[config.mk]
export PLATFORM = sky130hd
export DESIGN_NAME = pc_ctrl_flat
export DESIGN_NICKNAME = d
export VERILOG_FILES = /design/src/rtl/pc_ctrl_if.sv /design/src/rtl/pc_ctrl.sv /design/src/flat_wrapper.sv
export SDC_FILE = /design/constraint.sdc
export NUM_CORES = 1
export LEC_CHECK = 0
export ABC_AREA = 1
export CAP_MARGIN = 20
export CORE_ASPECT_RATIO = 0.6
export CORE_MARGIN = 3
export CORE_UTILIZATION = 36
export DETAILED_ROUTE_END_ITERATION = 6
export PLACE_DENSITY = 0.78
export SYNTH_ARGS = -nofsm -noshare
export SYNTH_HDL_FRONTEND = slang
export SYNTH_SLANG_ARGS = --single-unit
[constraint.sdc]
create_clock -name clk -period 1.79 [get_ports clk]
set_clock_uncertainty 0.2 [all_clocks]
set_input_delay 0.4475 -clock clk [delete_from_list [all_inputs] [get_ports clk]]
set_output_delay 0.4475 -clock clk [all_outputs]
set_load 0.01 [all_outputs]
[src/rtl/pc_ctrl_if.sv]
// Fetch-stage control bundle between the pipeline and pc_ctrl.
// Branch statistics ports exist only when PC_CTRL_BRANCH_STATS_EN is defined.
interface pc_ctrl_if;
  logic        StallF;
  logic        BranchD;
  logic        CompD;
  logic        JumpD;
  logic        JrD;
  logic [31:0] PCBranchD;
  logic [31:0] PCJumpD;
  logic [31:0] RsD;
  logic        HaltD;
  logic        Resume;
  logic [31:0] PCF;
  logic [31:0] PCPlus4F;
  logic        FlushD;
  logic        Halted;
`ifdef PC_CTRL_BRANCH_STATS_EN
  logic [31:0] BranchCnt;
  logic [31:0] TakenCnt;

  modport master (
    output StallF, BranchD, CompD, JumpD, JrD, PCBranchD, PCJumpD, RsD, HaltD, Resume,
    input  PCF, PCPlus4F, FlushD, Halted, BranchCnt, TakenCnt
  );
  modport slave (
    input  StallF, BranchD, CompD, JumpD, JrD, PCBranchD, PCJumpD, RsD, HaltD, Resume,
    output PCF, PCPlus4F, FlushD, Halted, BranchCnt, TakenCnt
  );
`else
  modport master (
    output StallF, BranchD, CompD, JumpD, JrD, PCBranchD, PCJumpD, RsD, HaltD, Resume,
    input  PCF, PCPlus4F, FlushD, Halted
  );
  modport slave (
    input  StallF, BranchD, CompD, JumpD, JrD, PCBranchD, PCJumpD, RsD, HaltD, Resume,
    output PCF, PCPlus4F, FlushD, Halted
  );
`endif
endinterface

[src/rtl/pc_ctrl.sv]
// Program counter and redirect/halt control for the fetch stage.
// Optional branch counters enabled by macro PC_CTRL_BRANCH_STATS_EN.
//
// state | meaning
// RUN   | fetching; PC advances or redirects unless stalled
// HALT  | PC frozen, IF/ID flushed every cycle until Resume
module pc_ctrl #(
  parameter logic [31:0] RESET_PC            = 32'h0000_3000,
  parameter int          HALT_ON_RESUME_ONLY = 1
) (
  input logic     clk,
  input logic     rst_n,
  pc_ctrl_if.slave bus
);

  typedef enum logic {RUN, HALT} state_t;

  state_t      state, state_nxt;
  logic [31:0] pc_q, pc_nxt;
  logic        rst_q;
  logic        run, take_br, redirect, halt_cap, advance, reset_exit;

  assign run      = (state == RUN);
  assign take_br  = bus.BranchD & bus.CompD;
  assign redirect = run & ~bus.StallF & (bus.JrD | bus.JumpD | take_br);
  assign halt_cap = run & ~bus.StallF & bus.HaltD;
  assign advance  = run & ~bus.StallF & ~bus.HaltD;

  // First edge after reset release; only matters for the reset-exit variant.
  assign reset_exit = (HALT_ON_RESUME_ONLY == 0) & rst_n & ~rst_q;

  always_comb begin
    pc_nxt = bus.PCPlus4F;
    if (bus.JrD)        pc_nxt = bus.RsD;
    else if (bus.JumpD) pc_nxt = bus.PCJumpD;
    else if (take_br)   pc_nxt = bus.PCBranchD;
  end

  always_comb begin
    state_nxt = state;
    case (state)
      RUN:     if (halt_cap) state_nxt = HALT;
      HALT:    if (bus.Resume | reset_exit) state_nxt = RUN;
      default: state_nxt = RUN;
    endcase
  end

  always_ff @(posedge clk or negedge rst_n) begin
    if (!rst_n) begin
      state <= RUN;
      pc_q  <= RESET_PC;
      rst_q <= 1'b0;
    end else begin
      state <= state_nxt;
      rst_q <= 1'b1;
      if (advance) pc_q <= pc_nxt;
    end
  end

  assign bus.PCF      = pc_q;
  assign bus.PCPlus4F = pc_q + 32'd4;
  assign bus.FlushD   = rst_n & (redirect | halt_cap | ~run);
  assign bus.Halted   = (state == HALT);

`ifdef PC_CTRL_BRANCH_STATS_EN
  logic [31:0] branch_cnt, taken_cnt;

  always_ff @(posedge clk or negedge rst_n) begin
    if (!rst_n) begin
      branch_cnt <= 32'd0;
      taken_cnt  <= 32'd0;
    end else if (advance & bus.BranchD) begin
      branch_cnt <= branch_cnt + 32'd1;
      if (bus.CompD) taken_cnt <= taken_cnt + 32'd1;
    end
  end

  assign bus.BranchCnt = branch_cnt;
  assign bus.TakenCnt  = taken_cnt;
`endif

endmodule
[src/flat_wrapper.sv]
// flat-port wrapper written by rule: the top's interface ports become plain ports
module pc_ctrl_flat 
#(
  parameter logic [31:0] RESET_PC            = 32'h0000_3000,
  parameter int          HALT_ON_RESUME_ONLY = 1
)
  (clk, rst_n, bus_StallF, bus_BranchD, bus_CompD, bus_JumpD, bus_JrD, bus_PCBranchD, bus_PCJumpD, bus_RsD, bus_HaltD, bus_Resume, bus_PCF, bus_PCPlus4F, bus_FlushD, bus_Halted);
  pc_ctrl_if bus_i ();
  input logic clk;
  input logic rst_n;
  input wire logic [$bits(bus_i.StallF)-1:0] bus_StallF;
  input wire logic [$bits(bus_i.BranchD)-1:0] bus_BranchD;
  input wire logic [$bits(bus_i.CompD)-1:0] bus_CompD;
  input wire logic [$bits(bus_i.JumpD)-1:0] bus_JumpD;
  input wire logic [$bits(bus_i.JrD)-1:0] bus_JrD;
  input wire logic [$bits(bus_i.PCBranchD)-1:0] bus_PCBranchD;
  input wire logic [$bits(bus_i.PCJumpD)-1:0] bus_PCJumpD;
  input wire logic [$bits(bus_i.RsD)-1:0] bus_RsD;
  input wire logic [$bits(bus_i.HaltD)-1:0] bus_HaltD;
  input wire logic [$bits(bus_i.Resume)-1:0] bus_Resume;
  output wire logic [$bits(bus_i.PCF)-1:0] bus_PCF;
  output wire logic [$bits(bus_i.PCPlus4F)-1:0] bus_PCPlus4F;
  output wire logic [$bits(bus_i.FlushD)-1:0] bus_FlushD;
  output wire logic [$bits(bus_i.Halted)-1:0] bus_Halted;
  assign bus_i.StallF = bus_StallF;
  assign bus_i.BranchD = bus_BranchD;
  assign bus_i.CompD = bus_CompD;
  assign bus_i.JumpD = bus_JumpD;
  assign bus_i.JrD = bus_JrD;
  assign bus_i.PCBranchD = bus_PCBranchD;
  assign bus_i.PCJumpD = bus_PCJumpD;
  assign bus_i.RsD = bus_RsD;
  assign bus_i.HaltD = bus_HaltD;
  assign bus_i.Resume = bus_Resume;
  assign bus_PCF = bus_i.PCF;
  assign bus_PCPlus4F = bus_i.PCPlus4F;
  assign bus_FlushD = bus_i.FlushD;
  assign bus_Halted = bus_i.Halted;
  pc_ctrl #(.RESET_PC(RESET_PC), .HALT_ON_RESUME_ONLY(HALT_ON_RESUME_ONLY)) u_core (.clk(clk), .rst_n(rst_n), .bus(bus_i));
endmodule
# ---- After elaboration in Yosys (flattened, before gate mapping)
# Cells that the tools add are included.
dict set report word_totals {
  register_bits 33
  inputBits 105
  output_inout_bits 66
  elab_cells 22
}
dict set report op_classes {
  add_sub_neg 1
  mux 6
  n_bitwise 13
}
# cell n
set ops {}
lappend ops {{32-bit 2-to-1 mux} 3}
lappend ops {{32-bit by 3-bit adder with 32-bit output (second input constant)} 1}
lappend ops {{1-bit bitwise AND} 6}
lappend ops {{1-bit OR} 4}
lappend ops {{1-bit NOT} 3}
lappend ops {{1-bit 2-to-1 mux} 2}
lappend ops {{1-bit case mux with 2 select lines} 1}

# ---- Longest topological paths before layout
dict set report logic_depth {
  word_depth 6
  ltp_mapped 12
  mapped_depth_nobuf 12
}

# ---- Worst setup path after synthesis
# OpenSTA, ideal clock, no wires.
dict set report synth_timing {
  path_type {register to output}
  start {register u_core.pc_q[3] (netlist: u_core.bus.PCF[3])}
  end {output bus_PCPlus4F[22]}
  arrival_ps 1357
  required_time_ps 1142
  setup_slack_ps -214
  path_stages_with_launch 8
  n_path_buf 0
  cell_sequence {dfrtp_1 > ha_1 > nand2_1 > nor2_4 > nand2_2 > nor2_4 > nand3_1 > and2_1}
}
dict set report synth_via {
  elab_chain_len 1
}
# item line
set synth_rtl {}
lappend synth_rtl {{from (decl)} pc_ctrl.sv:19} ;# logic [31:0] pc_q, pc_nxt;
lappend synth_rtl {{from (signal assigned)} pc_ctrl.sv:56} ;# if (advance) pc_q <= pc_nxt;
lappend synth_rtl {{32-bit by 3-bit adder with 32-bit output} pc_ctrl.sv:61} ;# assign bus.PCPlus4F = pc_q + 32'd4;
lappend synth_rtl {{to (decl)} flat_wrapper.sv:22} ;# output wire logic [$bits(bus_i.PCPlus4F)-1:0] bus_PCPlus4F;
# No other way between the ends.

# ---- Worst setup path in the final report
dict set report layout_timing {
  start {register u_core.pc_q[3] (netlist: u_core.bus.PCF[3])}
  end {output bus_PCPlus4F[10]}
}
# Same word-level chain as after synthesis.

==> flow_metrics.env <==
export IMPL_rsz0062_at_grt="yes"
export IMPL_dr_total_vias=5040
export IMPL_cts_made_buffers=5
export IMPL_postCtsHoldBufs=0
export IMPL_ys_seq_area_share_pct=25.86
export IMPL_synthCells=544
export IMPL_cts_clk_slew_worst_paths_ps=50
export IMPL_synthFlopType="dfrtp_1"
export IMPL_synth_edff_count=0
export IMPL_area_growth_pct=110.0
export IMPL_worstPathCellList="ha_4, nand2_4, nor2_4, nand2_4, buf_4, buf_4, xor2_2, buf_2"
export IMPL_async_flop_share_pct=100.0
export IMPL_final_period_utilization_pct=140.6
export IMPL_status="finished with violations"
export IMPL_clock_path_buffers=2
export IMPL_switchingPower_mw=1.940
export IMPL_pwr_share_comb_pct=61.0
export IMPL_syn_area_sq_um=3203
export IMPL_post_place_ws_ps=-767.3
export IMPL_final_common_cell="nand2_1"
export IMPL_p_sw_share_pct=39.33
export IMPL_crit_family="buffers and inverters"
export IMPL_ys_ff_latch=33
export IMPL_finalHoldViolCount=0
export IMPL_cts_tree="yes"
export IMPL_ys_warnings_count=0
export IMPL_slowest_stage="dfrtp_1"
export IMPL_worst_slack_ps=-727.3
export IMPL_slew_viol_final=0
export IMPL_wl_per_cell_microns=17.45
export IMPL_drive_above_1_share_pct=39.06
export IMPL_power_frac_seq_pct=22.2
export IMPL_die_h_microns=79.07
export IMPL_synth_cell_type_count=36
export IMPL_tightest_slew_ps=453.2
export IMPL_grt_first_pass_wirelength_mm=24.35
export IMPL_dp_cells=889
export IMPL_final_nets=955
export IMPL_cts_root_buf="clkbuf_16"
export IMPL_required_ps=1140
export IMPL_violations="negative setup slack"
export IMPL_fmax_mhz=397.3
export IMPL_worstSetupStartpointType="flop"
export IMPL_crit_path_end_kind="output port"
export IMPL_synth_top_cell_by_area="nand2_1"
export IMPL_p_int_mw=2.992
export IMPL_cp_num_buf_inv=3
export IMPL_use_met2_pct=51.20
export IMPL_cp_arrival_ps=1870
export IMPL_viasPerCell=5.261
export IMPL_use_met1_pct=38.68
export IMPL_grt_use_met3_pct=7.661
export IMPL_num_io_pins=171
export IMPL_grt_max_degree=34
export IMPL_crit_fanout=5
export IMPL_drc=0
export IMPL_clkPwrFrac_pct=16.8
export IMPL_clock_latency_ps=280
export IMPL_fp_dieArea_sq_um=10100
export IMPL_period_needed_ps=2517
export IMPL_drtAntennaViolNets=0
export IMPL_track_usage_pct=30.51
export IMPL_rows=25
export IMPL_initial_utilization_pct=38.79
export IMPL_synthTopCellsByArea="nand2_1 29%, dfrtp_1 24%, nor2_1 8.0%"
export IMPL_gr_max_usage_layer="met2"
export IMPL_grt_pass1_vias=4932
export IMPL_drt_iter0_drc=393
export IMPL_drv_cap=0
export IMPL_dp_hpwl_mm=10.73
export IMPL_fin_cells=958
export IMPL_hp_class="in -> async"
export IMPL_first_pass_iters=5
export IMPL_io_buffers=170
export IMPL_cts_sinks=33
export IMPL_path_class="reg -> out"
export IMPL_final_cell_mix="204 x nand2_1, 102 x buf_4, 97 x clkdlybuf4s50_1, 63 x buf_6, 55 x nor2_1"
export IMPL_die_width_microns=127.8
export IMPL_diodes=0
export IMPL_max_stage_delay_ps=420
export IMPL_core_area_sq_um=8258
export IMPL_yosysTopAreaCellShare_pct=28.59
export IMPL_p_per_area_nw_per_um2=733.0
export IMPL_ir_worst_vdd_uv=444.1
export IMPL_power_leakage_nw=3.384
export IMPL_syn_num_nets=650
export IMPL_avgSynthCellArea_sq_um=5.888
export IMPL_grt_ovfl_total=0
export IMPL_grt_antenna_before_repair=0
export IMPL_drt_wl_total_mm=16.72
export IMPL_htree_levels=2
export IMPL_relSlewSlack_pct=69.79
export IMPL_place_gp_congestion=0.9535
export IMPL_setup_violations_final=57
==> flip-flops by register name, summed over array words and instances (netlist names) <==
signal	count
u_core.bus.PCF	32
u_core.bus.Halted	1
==> worst reg2reg max path, cell delays in order, from the launching register on <==
cell	delay (ps)
dfrtp_1	420
ha_4	180
nand2_4	60
nor2_4	190
nand2_4	130
nor2_4	170
nand2_1	70
nand2_1	90
nand2_2	70
buf_6	120
buf_6	100
nand2_2	40
nand2_1	50
nand2_1	70
nand2_1	60
==> synthesized netlist by cell type (all sizes together) (2+ instances only) <==
cell type,number
a21oi,13
a31oi,2
and2,4
buf,10
clkbuf,13
clkinv,2
dfrtp,31
dfstp,2
inv,48
nand2,252
nand3,23
nand3b,7
nor2,80
o211ai,4
o21ai,21
o221a,17
xor2,5
==> layout make-up <==
class	instances	area, sq um
fill	512	1530
clock inverter	3	17.52
multi-input combinational	438	2506
inverter	50	195.2
clock buffer	5	125.1
tap	108	135.1
timing repair buffer	321	2920
sequential	33	828.3
==> logic make-up after synthesis <==
kind of cell	after synthesis	share of synthesized area [%]
buffers and inverters	73	9.336
flip-flops	33	25.86
AO/OA/AOI/OAI	63	14.06
XOR/XNOR	6	1.641
AND/OR/NAND/NOR	368	48.71
adder cells (fa/ha/maj)	1	0.3906
==> what timing repair did <==
item,4_1_cts,5_1_grt
pin swaps,56,28
setup endpoints to repair,98,79
setup buffers,65,16
gates cloned,0,0
gates resized for setup,304,76
==> power by group through the flow <==
stage	registers (mW)	clock network, mW	logic [mW]
after floorplan	1.20	0	0.855
after global placement	1.08	0	2.51
after detailed placement	1.08	0	2.53
after CTS	1.08	0.838	2.72
after global routing	1.11	0.874	3.20
final	1.09	0.829	3.01
==> stage by stage <==
step	instance area, sq um	util, %	hold slack [ps]	setup TNS, ps	power (mW)
2_1_floorplan	3303	-	-48.09	-1851	2.052
3_3_place_gp	5712	69.17	354.9	-33560	3.588
3_5_place_dp	5712	69.17	355.5	-35180	3.615
4_1_cts	6491	78.61	120.6	-17870	4.632
5_1_grt	6728	81.47	142.8	-26360	5.183
6_report	6728	81.47	116.4	-21910	4.932
==> path summary, 6_finish.rpt <==
path                              startpoint                  to  slack (ps)  depth (start not counted)
min in group clk           u_core.bus.PCF[0]   u_core.bus.PCF[0]         380                          2
hold reg to reg            u_core.bus.PCF[0]   u_core.bus.PCF[0]         380                          2
setup reg to reg           u_core.bus.PCF[3]  u_core.bus.PCF[30]        -340                         14
max in group asynchronous              rst_n  u_core.bus.PCF[12]         920                          2
hold / removal                         rst_n  u_core.bus.PCF[15]         120                          2
setup / recovery           u_core.bus.PCF[3]    bus_PCPlus4F[10]        -730                          8
==> per-layer routing <==
layer / part of all wire (%) / vias to the layer above / wire, microns
li1: - / 2323 / -
met1: 40 / 2328 / 6630
met2: 47 / 320 / 7822
met3: 9.9 / 69 / 1650
met4: 3.7 / 0 / 616
met5: 0 / - / 0
(Power assumes the default switching activity.)
